===== src/rtl/fp_pkg.sv =====
// fp_pkg: shared constants, FSM encoding and result payload for the FP normalise/round stage.
// Bit layout of the raw mantissa (IN_W wide):
//   [CARRY_POS] carry, [HID_POS:LSB_POS] 24b significand, [G_POS] guard, [R_POS] round, [S_TOP:0] sticky.
package fp_pkg;

    localparam int unsigned IN_W     = 28;
    localparam int unsigned EXP_W    = 10;
    localparam int unsigned MANT_W   = 24;
    localparam int unsigned EXP_BIAS = 127;
    localparam int unsigned EXP_MAX  = 255;

    localparam int unsigned CARRY_POS = IN_W - 1;
    localparam int unsigned HID_POS   = IN_W - 2;
    localparam int unsigned LSB_POS   = IN_W - 25;
    localparam int unsigned G_POS     = IN_W - 26;
    localparam int unsigned R_POS     = IN_W - 27;
    localparam int unsigned S_TOP     = IN_W - 28;

    typedef enum logic [1:0] {
        ST_IDLE  = 2'd0,
        ST_ALIGN = 2'd1,
        ST_ROUND = 2'd2,
        ST_DONE  = 2'd3
    } state_t;

    // Result presented to the packer.
    typedef struct packed {
        logic [MANT_W-1:0] zn;
        logic [7:0]        zen;
        logic              zs;
        logic              ovf;
        logic              unf;
    } fp_res_t;

endpackage


===== src/rtl/fp_round.sv =====
// fp_round: combinational 24b significand incrementer with guard/round/sticky decision.
// Build option: FP_ROUND_EN defined -> round-to-nearest-even; undefined -> truncate.
// Ports:
//   sig        in   24  significand incl. hidden bit
//   g, r, s    in   1   guard, round, sticky bits
//   rounded_c  out  24  significand after optional increment (low 24 bits)
//   carry_c    out  1   increment carried out of 24 bits
module fp_round
    import fp_pkg::*;
(
    input  logic [MANT_W-1:0] sig,
    input  logic              g,
    input  logic              r,
    input  logic              s,
    output logic [MANT_W-1:0] rounded_c,
    output logic              carry_c
);

    logic round_up;

`ifdef FP_ROUND_EN
    // Round half to even: increment above half, or at exactly half when LSB is odd.
    assign round_up = g & (r | s | sig[0]);
`else
    logic unused_grs;
    assign unused_grs = g ^ r ^ s;
    assign round_up   = 1'b0;
`endif

    assign {carry_c, rounded_c} = {1'b0, sig} + {{MANT_W{1'b0}}, round_up};

endmodule


===== src/rtl/fp_normalize.sv =====
// fp_normalize: iterative normalise/round stage ahead of the IEEE-754 single packer.
// Build option: FP_ROUND_EN (round-to-nearest-even when defined, truncate otherwise).
// Ports:
//   clk, rst_n           clock, synchronous active-low reset
//   in_valid/in_ready    raw operand handshake (ready only in IDLE)
//   in_mant/exp/sign     raw mantissa, signed biased exponent, sign
//   out_valid/out_ready  result handshake
//   ZN, ZEN, ZS          normalised significand, biased exponent, sign
//   ovf, unf             overflow-to-inf / flush-to-zero flags
module fp_normalize
    import fp_pkg::*;
(
    input  logic              clk,
    input  logic              rst_n,
    input  logic              in_valid,
    output logic              in_ready,
    input  logic [IN_W-1:0]   in_mant,
    input  logic [EXP_W-1:0]  in_exp,
    input  logic              in_sign,
    output logic              out_valid,
    input  logic              out_ready,
    output logic [MANT_W-1:0] ZN,
    output logic [7:0]        ZEN,
    output logic              ZS,
    output logic              ovf,
    output logic              unf
);

    localparam logic signed [EXP_W-1:0] E_ZERO = '0;
    localparam logic signed [EXP_W-1:0] E_ONE  = EXP_W'(1);
    localparam logic signed [EXP_W-1:0] E_MAX  = EXP_W'(EXP_MAX);

    state_t                  state, state_nxt;
    logic [IN_W-1:0]         m_r, m_nxt;
    logic signed [EXP_W-1:0] e_r, e_nxt;
    logic                    s_r, s_nxt;
    fp_res_t                 res, res_nxt;
    logic                    out_valid_nxt, in_ready_nxt;

    logic [MANT_W-1:0]       rnd_sig;
    logic                    rnd_carry;
    logic signed [EXP_W-1:0] e_rnd;
    logic [MANT_W-1:0]       sig_final;

    fp_round u_round (
        .sig       (m_r[HID_POS:LSB_POS]),
        .g         (m_r[G_POS]),
        .r         (m_r[R_POS]),
        .s         (|m_r[S_TOP:0]),
        .rounded_c (rnd_sig),
        .carry_c   (rnd_carry)
    );

    // Rounding overflow wraps the significand to 1.0 and bumps the exponent.
    assign e_rnd     = e_r + (rnd_carry ? E_ONE : E_ZERO);
    assign sig_final = rnd_carry ? MANT_W'(24'h800000) : rnd_sig;

    // State, working operand and registered outputs.
    always_ff @(posedge clk) begin
        if (!rst_n) begin
            state     <= ST_IDLE;
            m_r       <= '0;
            e_r       <= '0;
            s_r       <= 1'b0;
            res       <= '0;
            out_valid <= 1'b0;
            in_ready  <= 1'b1;
        end else begin
            state     <= state_nxt;
            m_r       <= m_nxt;
            e_r       <= e_nxt;
            s_r       <= s_nxt;
            res       <= res_nxt;
            out_valid <= out_valid_nxt;
            in_ready  <= in_ready_nxt;
        end
    end

    // Next-state and next-output logic.
    always_comb begin
        state_nxt = state;
        m_nxt     = m_r;
        e_nxt     = e_r;
        s_nxt     = s_r;
        res_nxt   = res;

        case (state)
            ST_IDLE: begin
                if (in_valid) begin
                    m_nxt     = in_mant;
                    e_nxt     = in_exp;
                    s_nxt     = in_sign;
                    state_nxt = ST_ALIGN;
                end
            end

            ST_ALIGN: begin
                if (m_r == '0) begin
                    res_nxt   = '{zn: '0, zen: '0, zs: s_r, ovf: 1'b0, unf: 1'b0};
                    state_nxt = ST_DONE;
                end else if (m_r[CARRY_POS]) begin
                    // Right shift folds the dropped bit into sticky.
                    m_nxt     = {1'b0, m_r[IN_W-1:2], m_r[1] | m_r[0]};
                    e_nxt     = e_r + E_ONE;
                    state_nxt = ST_ROUND;
                end else if (!m_r[HID_POS] && (e_r > E_ONE)) begin
                    m_nxt = {m_r[IN_W-2:0], 1'b0};
                    e_nxt = e_r - E_ONE;
                end else if (!m_r[HID_POS]) begin
                    // No subnormals: exponent exhausted before the hidden bit arrived.
                    res_nxt   = '{zn: '0, zen: '0, zs: s_r, ovf: 1'b0, unf: 1'b1};
                    state_nxt = ST_DONE;
                end else begin
                    state_nxt = ST_ROUND;
                end
            end

            ST_ROUND: begin
                if (e_rnd >= E_MAX) begin
                    res_nxt = '{zn: '0, zen: 8'hFF, zs: s_r, ovf: 1'b1, unf: 1'b0};
                end else if (e_rnd <= E_ZERO) begin
                    res_nxt = '{zn: '0, zen: '0, zs: s_r, ovf: 1'b0, unf: 1'b1};
                end else begin
                    res_nxt = '{zn: sig_final, zen: e_rnd[7:0], zs: s_r, ovf: 1'b0, unf: 1'b0};
                end
                state_nxt = ST_DONE;
            end

            ST_DONE: begin
                if (out_ready) begin
                    res_nxt.ovf = 1'b0;
                    res_nxt.unf = 1'b0;
                    state_nxt   = ST_IDLE;
                end
            end

            default: state_nxt = ST_IDLE;
        endcase

        out_valid_nxt = (state_nxt == ST_DONE);
        in_ready_nxt  = (state_nxt == ST_IDLE);
    end

    assign ZN  = res.zn;
    assign ZEN = res.zen;
    assign ZS  = res.zs;
    assign ovf = res.ovf;
    assign unf = res.unf;

endmodule


===== config.mk =====
export PLATFORM = sky130hd
export DESIGN_NAME = fp_normalize
export DESIGN_NICKNAME = d
export VERILOG_FILES = /design/src/rtl/fp_pkg.sv /design/src/rtl/fp_round.sv /design/src/rtl/fp_normalize.sv
export SDC_FILE = /design/constraint.sdc
export NUM_CORES = 1
export LEC_CHECK = 0
export CORE_AREA = 8 8 97 99
export CTS_BUF_LIST = sky130_fd_sc_hd__clkbuf_4
export CTS_CLUSTER_SIZE = 40
export DETAILED_ROUTE_END_ITERATION = 10
export DIE_AREA = 0 0 105 107
export GPL_TIMING_DRIVEN = 1
export PLACE_DENSITY = 0.86
export SYNTH_ARGS = -nofsm -noshare
export SYNTH_HDL_FRONTEND = slang
export SYNTH_SLANG_ARGS = --single-unit

===== constraint.sdc =====
create_clock -name clk -period 3.4 [get_ports clk]
set_input_delay 0.68 -clock clk [delete_from_list [all_inputs] [get_ports clk]]
set_output_delay 0.68 -clock clk [all_outputs]
set_load 0.005 [all_outputs]

Word-level counts from Yosys, hierarchy flattened --
Index checks and enable logic that the tools add are counted.
Cells by class: add/subtract/negate cells 2, order comparisons 3, equality and inequality tests 11, muxes and demuxes 26, bitwise logic cells 1, reduce and logical (&&, ||, !) cells 13
Operators by type and width (number):
- 35-bit 2-to-1 mux | 6
- 28-bit 2-to-1 mux | 4
- 33-bit one-hot mux with 2 select lines | 1
- 28-bit one-hot mux with 2 select lines | 1
- 10-bit 2-to-1 mux | 4
- 28-bit logical NOT | 1
- 10-bit one-hot mux with 2 select lines | 1
- 2-bit 2-to-1 mux | 6
- 3-bit inequality test, second input constant | 4
- 10-bit by 2-bit adder with 10-bit output, second input constant | 1
- 10-bit by 9-bit >= comparator with 1-bit output, second input constant | 1
- 10-bit by 2-bit > comparator with 1-bit output, second input constant | 1
- 10-bit by 1-bit <= comparator with 1-bit output, second input constant | 1
- 10-bit by 2-bit subtractor with 10-bit output, second input constant | 1
- 2-bit one-hot mux with 4 select lines | 1
- 4-bit AND reduction | 2
- 2-bit equality test, second input constant | 3
- 2-bit inequality test, second input constant | 3
- 2-bit one-hot mux with 3 select lines | 1
- 5-bit AND reduction | 1
- 2-bit logical NOT | 2
- 2-bit nonzero test | 2
- 3-bit AND reduction | 1
- 3-bit nonzero test | 1
- 6 further kinds | 6
Word-level totals: flip-flop bits (word level) 78, input port bits 43, output and inout bits 37, word-level logic and storage cells 68

Depth between registers and ports, before layout --
Gate-level depths: netlist of run 1.
depth after elaboration 7, mapped depth 9, gate-level depth less buffers 7

Modules after synthesis --
Synthesis of run 1 repeated with hierarchy kept, for this count alone.
Unflattened totals: cells, all modules 639, area, all modules 5082.4 um^2
By module, submodules not included:
- fp_normalize | times used 1, cells each 613, area each 4890.9 um^2, sequential area each 1561.5 um^2
- fp_round | times used 1, cells each 26, area each 191.4 um^2, sequential area each 0.0 um^2

Least setup slack after synthesis of run 1 --
Ideal clock, no wire load.
kind register -> register, start point register e_r[0], end point register m_r[0], setup time 88 ps, data arrival time 2060 ps, data required time 3312 ps, setup slack 1252 ps, cell stages (with the launch flop) 9, path buffers 1, period minus slack after synthesis 2148 ps, cell sequence dfxtp_1 inv_1 ha_1 or2_1 and3_1 o31ai_4 clkbuf_1 a21oi_1 a311oi_2
On the way: cells in the longest elaborated chain, start to end 4
Ends and longest elaborated chain:
- start, declared | RTL line fp_normalize.sv:35 | logic signed [EXP_W-1:0] e_r, e_nxt;
- start signal, assigned | RTL line fp_normalize.sv:71 | e_r <= e_nxt;
- 10-bit by 2-bit > comparator with 1-bit output | RTL line fp_normalize.sv:106 | end else if (!m_r[HID_POS] && (e_r > E_ONE)) begin
- 1-bit logical AND | RTL line fp_normalize.sv:106
- 3-bit inequality test (no source line)
- 4-bit AND reduction (no source line)
- end signal, assigned | RTL line fp_normalize.sv:70 | m_r <= m_nxt;
- end, declared | RTL line fp_normalize.sv:34 | logic [IN_W-1:0] m_r, m_nxt;
No other way between the ends. A chain may end at the register's enable or synchronous reset.

Final worst setup path of run 1 --
start point register state[1], end point register m_r[0]
On the way: cells in the longest elaborated chain, start to end 3, elaborated cells between the ends (all ways) 8, classes of those cells 4 x eq/ne; 1 x mux; 3 x reduce/logical
Ends and longest elaborated chain:
- start, declared | RTL line fp_normalize.sv:33 | state_t state, state_nxt;
- start signal, assigned | RTL line fp_normalize.sv:69 | state <= state_nxt;
- 2-bit by 1-bit equality test with 1-bit output / 2-bit logical NOT (equally long branches) | RTL line fp_normalize.sv:87 | case (state)
- 3-bit inequality test (no source line) (tied with other cells)
- 4-bit AND reduction (no source line)
Parallel ways exist; a longest one is shown, timed or not.

==> metrics.cfg, run 1 <==
[yosys]
synth-seq-area-share_pct=34.8
async_reset_ff_share_pct=0
synth.top_cell.area_share_pct=34.8
ys_warn_count=0
yosysTopAreaCell=dfxtp_1
synth.avg_cell_area_um2=9.07
syn_nets=546
syn_area_mm2=0.00449
ys_types=66
synth_enable_flop_cells=0
synth_ff_type=dfxtp_1
ys_seq_elements=78
netlist_top_cells_area=dfxtp_1 35%, mux2i_1 7.8%, a211oi_2 7.2%, nand2_1 6.8%, a221oi_1 5.1%
synthesis.instances=495

[finish]
multi_input_area_mm2=0.00262
n_antenna_cell=0
drive_gt1_share_pct=13.2
final_cells=658
seqCellArea_mm2=0.00156
area.growth.synth_to_final_pct=19.3
layout.nets=599
fillCellCount=679

[placement]
gp_congestion=0.898
place_hpwl_um=8680
portBuffers=79
dp_cells=642

[clock_tree]
clock_path_buffers=2
cts_tree=yes
cts_setup_buffers=0
cts_buffers=9
clock_latency_ns=0.45
numClockSinks=78
cts_hold_buf=0
cts_root_buffer=clkbuf_4
cts_max_level=3
clk_pin_slew_ns=0.13
cts_resized=0

[floorplanning]
start_util_pct=56.7
core.rowCount=33
die_width_um=105
dieArea_mm2=0.0112
io_pins=80
coreArea_mm2=0.00793
die_h_um=107

[critical_path]
crit_type=reg -> reg
cpMaxStageDelayCell=nor2_4
path_delay_family=simple AND/OR/NAND/NOR gates
path_buf_inv=2
arrival_ns=3.12
cp_cell_sequence=inv_1, ha_1, inv_1, nor2_1, a21boi_1, nor2_4, a311oi_2
path_max_fanout=35
worstPathRequired_ns=3.67
critPathMaxStageDelay_ns=0.90
cp-end-kind=register
critPathLaunchType=register
critPathMostFrequentCell=inv_1
ff2ff_setup_slack_ns=0.55

[grt]
grt_pass1_wl_um=20900
use_met1_pct=29.0
grtUsageMet3_pct=3.36
busiest_layer=met2
use_met2_pct=35.8
grt_pass1_vias=4101
grt_antenna_before_repair=0
grt_max_degree=40
grt_use_total_pct=22.4
overflow=0

[sta]
final_max_slew_viol_count=0
tns_ns=0
fmax_mhz=351
fin_crit_ns=2.85
fin_crit_sh_pct=83.8
rsz0062_at_grt=false
finalHoldViolations=0
timing.slew.headroom_pct=22.1
fin_skew_ns=0.0266
worst_slew_pin_slew_ns=1.16
setup_viol=0

[drt]
vias=4213
totalWireLength_um=12500
firstDrtPassIters=5
drt_iter0_markers=440
ant_nets=0
vias_per_cell=6.40
drc=0
drt-wirelength-per-cell_um=19.0

[pwr]
powerDensity_mw_per_mm2=801
p_leak_nw=2.06
peakVddDrop_v=0.000785

[run_status]
status=completed

[job]
cap_viol_max_count=0

[worst_hold_path]
hold_class=reg -> reg

per-layer routing:
layer | share of wire [%] | up-vias | routed length (um)
met5 | 0 | - | 0
met4 | 2.4 | 0 | 301
met3 | 7.7 | 22 | 961
met2 | 48 | 218 | 6000
met1 | 42 | 1999 | 5250
li1 | - | 1974 | -
synthesized netlist by cell type (5+ instances only):
cell / number
mux2i_1: 35
inv_1: 10
ha_1: 8
a31o_1: 6
dfxtp_1: 78
o31ai_1: 6
o211ai_1: 8
nand2_1: 81
and2_1: 5
nor2_1: 19
a211oi_2: 26
a221oi_1: 26
a21oi_1: 34
buf_6: 11
clkbuf_1: 26
and3_1: 30
buf_2: 10
a31oi_1: 5
tightest hold or removal path: stages (launching register included):
cell,delay (ns)
dfxtp_1,0.33
nand2_1,0.05
mux2i_1,0.05
final cells by class:
type / count / share of cell area (%)
Multi-Input combinational cell: 359 / 48.9
Sequential cell: 78 / 29.1
Timing Repair Buffer: 90 / 16.2
Tap cell: 105 / 2.45
Clock inverter: 7 / 1.35
Clock buffer: 9 / 1.26
Inverter: 10 / 0.700
cell families (layout without fill, tap and decap cells):
group	after synthesis	count (layout)	synth area share, %
buf+inv	58	116	7.05
xor+xnor	1	1	0.195
fa+ha+maj	8	8	2.23
flops	78	78	34.8
simple gates	165	165	19.1
compound gates	149	149	28.6
mux	36	36	8.05
sequential cells by signal, summed over array words and instances, names as in the netlist:
signal	flops
m_r	28
state	2
out_valid	1
unf	1
ZS	1
ovf	1
ZN	24
ZEN	8
e_r	10
s_r	1
in_ready	1
path summary, 6_finish.rpt:
| kind | depth (start not counted) | to | start |
|---|---|---|---|
| setup / recovery | 7 | m_r[0]$_SDFFE_PN0P_ | state[1]$_SDFF_PN0_ |
| setup reg to reg | 7 | m_r[0]$_SDFFE_PN0P_ | state[1]$_SDFF_PN0_ |
| hold / removal | 2 | ZN[19]$_SDFFE_PN0P_ | ZN[19]$_SDFFE_PN0P_ |
| hold reg to reg | 2 | ZN[19]$_SDFFE_PN0P_ | ZN[19]$_SDFFE_PN0P_ |
cells in the final DEF, fill, tap and decap left out, types with 10 or more instances in the layout:
cell,n
a211oi_2,26
buf_4,11
clkdlybuf4s50_1,78
nand2_1,81
dfxtp_1,78
and3_1,30
a21oi_1,34
a221oi_1,26
nor2_1,19
inv_1,10
mux2i_1,35
through the flow:
stage	cell area, um2	total power [mW]	hold slack [ns]	setup WS (ns)	utilization, %
5_1_grt	5360	4.56	0.498	0.325	67.6
6_report	5360	4.29	0.468	0.551	67.6
4_1_cts	5360	4.25	0.470	0.560	67.6
3_3_place_gp	5220	3.61	0.446	0.550	65.8
3_5_place_dp	5220	3.68	0.453	0.527	65.8
2_1_floorplan	4490	3.24	0.434	1.25	-
power breakdown:
group | leakage, nW | internal (mW) | switching, mW
combinational | 1.35 | 0.889 | 1.31
sequential | 0.637 | 1.14 | 0.386
clock | 0.0723 | 0.225 | 0.345
total | 2.06 | 2.25 | 2.04
No activity file was read; power rests on OpenSTA's default activity.
==> inputs of run 2 (changes only) <==
--- a/config.mk
+++ b/config.mk
@@ -5,13 +5,13 @@
 export SDC_FILE = /design/constraint.sdc
 export NUM_CORES = 1
 export LEC_CHECK = 0
-export CORE_AREA = 8 8 97 99
+export CORE_AREA = 8 8 100 102
 export CTS_BUF_LIST = sky130_fd_sc_hd__clkbuf_4
 export CTS_CLUSTER_SIZE = 40
 export DETAILED_ROUTE_END_ITERATION = 10
-export DIE_AREA = 0 0 105 107
+export DIE_AREA = 0 0 108 110
 export GPL_TIMING_DRIVEN = 1
-export PLACE_DENSITY = 0.86
+export PLACE_DENSITY = 0.81
 export SYNTH_ARGS = -nofsm -noshare
 export SYNTH_HDL_FRONTEND = slang
 export SYNTH_SLANG_ARGS = --single-unit
==> constraint.sdc (replaced) <==
create_clock -name clk -period 2.7 [get_ports clk]
set_input_delay 0.54 -clock clk [delete_from_list [all_inputs] [get_ports clk]]
set_output_delay 0.54 -clock clk [all_outputs]
set_load 0.005 [all_outputs]
==> run 2 against run 1 <==
Compared with the run above:
- design area up 2.3%
- clock power up 61%
- combinational power up 31%
- via count down 1.6%
- core utilization down 2.8 points
- fmax up 11%
- wire length up 1.1%
- flip-flop and latch count unchanged
- first-iteration DRC count down 35%
- clock skew down 0.0066 ns
- clock-buffer cell count unchanged
- setup slack worse by 0.42 ns
- largest cell class unchanged
- largest power group unchanged
- highest routed layer unchanged
==> metrics.cfg, run 2 (synthesis results as in run 1) <==
[drt]
totalWireLength_um=12700  ; was 12500 um
vias=4146  ; was 4213
firstDrtPassIters=5  ; unchanged
drt_iter0_markers=288  ; was 440
drc=0  ; unchanged
drt-wirelength-per-cell_um=18.9  ; was 19.0 um
vias_per_cell=6.20  ; was 6.40
ant_nets=0  ; unchanged

[finish]
seqCellArea_mm2=0.00156  ; unchanged
n_antenna_cell=0  ; unchanged
top_register=m_r  ; unchanged
multi_input_area_mm2=0.00263  ; was 0.00262 mm2
layout.nets=607  ; was 599
drive_gt1_share_pct=14.4  ; was 13.2%
largest_register_ffs=28  ; unchanged
final_cells=669  ; was 658
final_cell_mix=81 x nand2_1, 78 x dfxtp_1, 78 x clkdlybuf4s50_1  ; unchanged
layout_commonest_cell=nand2_1  ; unchanged
fin_area_mm2=0.00548  ; was 0.00536 mm2
final_util_pct=64.8  ; was 67.6%
area.growth.synth_to_final_pct=22.1  ; was 19.3%
fillCellCount=730  ; was 679

[critical_path]
path_max_fanout=17  ; was 35
cpMaxStageDelayCell=nor2_2  ; was nor2_4
worstPathRequired_ns=2.98  ; was 3.67 ns
crit_type=reg -> reg  ; unchanged
critPathLaunchType=register  ; unchanged
path_buf_inv=1  ; was 2
cp_cell_sequence=inv_1, ha_1, or2_1, nand3_2, a21boi_1, nor2_2, a211oi_2  ; was inv_1, ha_1, inv_1, nor2_1, a21boi_1, nor2_4, a311oi_2
cp-end-kind=register  ; unchanged
arrival_ns=2.85  ; was 3.12 ns
critPathMaxStageDelay_ns=0.91  ; was 0.90 ns
path_delay_family=simple AND/OR/NAND/NOR gates  ; unchanged

[clock_tree]
cts_tree=yes  ; unchanged
cts_max_level=3  ; unchanged
numClockSinks=78  ; unchanged
cts_hold_buf=0  ; unchanged
cts_root_buffer=clkbuf_4  ; unchanged
clock_path_buffers=2  ; unchanged
clock_latency_ns=0.45  ; about the same
clk_pin_slew_ns=0.13  ; about the same
cts_buffers=9  ; unchanged

[placement]
place_area_mm2=0.00529  ; was 0.00522 mm2
place_hpwl_um=8800  ; was 8680 um
dp_slack_ns=-0.0180  ; was 0.527 ns
portBuffers=79  ; unchanged
gp_congestion=0.852  ; was 0.898
dp_cells=652  ; was 642

[sta]
timing.final.ws_setup_ns=0.130  ; was 0.551 ns
setup_viol=0  ; unchanged
rsz0062_at_grt=false  ; unchanged
final_max_slew_viol_count=0  ; unchanged
fin_skew_ns=0.0200  ; was 0.0266 ns
fmax_mhz=389  ; was 351 MHz
timing.slew.headroom_pct=25.1  ; was 22.1%
holdWs_ns=0.467  ; was 0.468 ns
worst_slew_pin_slew_ns=1.12  ; was 1.16 ns
finalHoldViolations=0  ; unchanged
fin_crit_sh_pct=95.2  ; was 83.8%
fin_crit_ns=2.57  ; was 2.85 ns

[pwr]
swShare_pct=45.7  ; was 47.6%
internal_power_mw=3.09  ; was 2.25 mW
peakVddDrop_v=0.000666  ; was 0.000785 V
powerDensity_mw_per_mm2=1040  ; was 801 mW/mm2
power.switching_mw=2.60  ; was 2.04 mW
pwr-share-comb_pct=50.7  ; was 51.3%
clock_power_share_pct=16.2  ; was 13.3%
seq_power_share_pct=33.1  ; was 35.5%
p_leak_nw=2.13  ; was 2.06 nW

[floorplanning]
io_pins=80  ; unchanged
coreArea_mm2=0.00847  ; was 0.00793 mm2
die_width_um=108  ; was 105 um
dieArea_mm2=0.0119  ; was 0.0112 mm2
start_util_pct=53.1  ; was 56.7%
die_h_um=110  ; was 107 um
core.rowCount=34  ; was 33

[grt]
grt_pass1_wl_um=20400  ; was 20900 um
grt_use_total_pct=21.2  ; was 22.4%
overflow=0  ; unchanged
grt_antenna_before_repair=0  ; unchanged
grt_max_degree=41  ; was 40
grt_pass1_vias=4021  ; was 4101

[worst_hold_path]
hold_class=reg -> reg  ; unchanged

[job]
cap_viol_max_count=0  ; unchanged

[run_status]
status=completed  ; unchanged

==> run 2: path summary, 6_finish.rpt <==
kind / cells after the start / slack, ns / from / to
setup / recovery: 7 / 0.13 / e_r[0]$_SDFFE_PN0P_ / m_r[10]$_SDFFE_PN0P_
hold / removal: 2 / 0.47 / ZEN[7]$_SDFFE_PN0P_ / ZEN[7]$_SDFFE_PN0P_
setup reg to reg: 7 / 0.13 / e_r[0]$_SDFFE_PN0P_ / m_r[10]$_SDFFE_PN0P_
hold reg to reg: 2 / 0.47 / ZEN[7]$_SDFFE_PN0P_ / ZEN[7]$_SDFFE_PN0P_
==> run 2: power by group through the flow <==
stage               Combinational (mW)  Sequential [mW]  Clock, mW
floorplan                         2.37             1.71          0
global route                      3.12             1.93      0.961
global placement                  2.74             1.88          0
detailed placement                2.81             1.89          0
finish                            2.88             1.88      0.918
CTS                               2.83             1.87      0.929
==> run 2: metal layers <==
metal | routed length (um) | track usage, %
met5 | 0 | 0
met3 | 760 | 3.08
met4 | 295 | 10.1
met2 | 6030 | 33.8
met1 | 5580 | 27.7
==> run 2: stage by stage <==
stage | power, mW | setup TNS, ns
3_3_place_gp | 4.62 | 0
6_report | 5.68 | 0
5_1_grt | 6.02 | 0
3_5_place_dp | 4.71 | -0.0180
2_1_floorplan | 4.08 | 0
4_1_cts | 5.63 | 0
==> run 2: worst reg2reg max path, delay by kind of cell (launching register included) <==
family	cells	cell delay (ns)
simple gates	3	1.29
flops	1	0.44
compound gates	2	0.32
fa+ha+maj	1	0.25
buf+inv	1	0.13
==> run 2: what timing repair did <==
| item | in CTS | in global routing |
|---|---|---|
| hold endpoints to repair | 0 | 0 |
| endpoints found under the setup margin | 0 | 27 |
| gates resized for setup | 0 | 1 |
| setup buffers | 0 | 0 |
==> run 2: area by class of cell <==
cell class              instances  share of cell area (%)
multi-input cells             360                    47.9
well taps                     108                    2.46
repair buffers                 97                    17.0
clock inverters                 7                    2.19
inverters                      10                   0.684
clock buffers                   9                    1.23
flip-flops and latches         78                    28.5
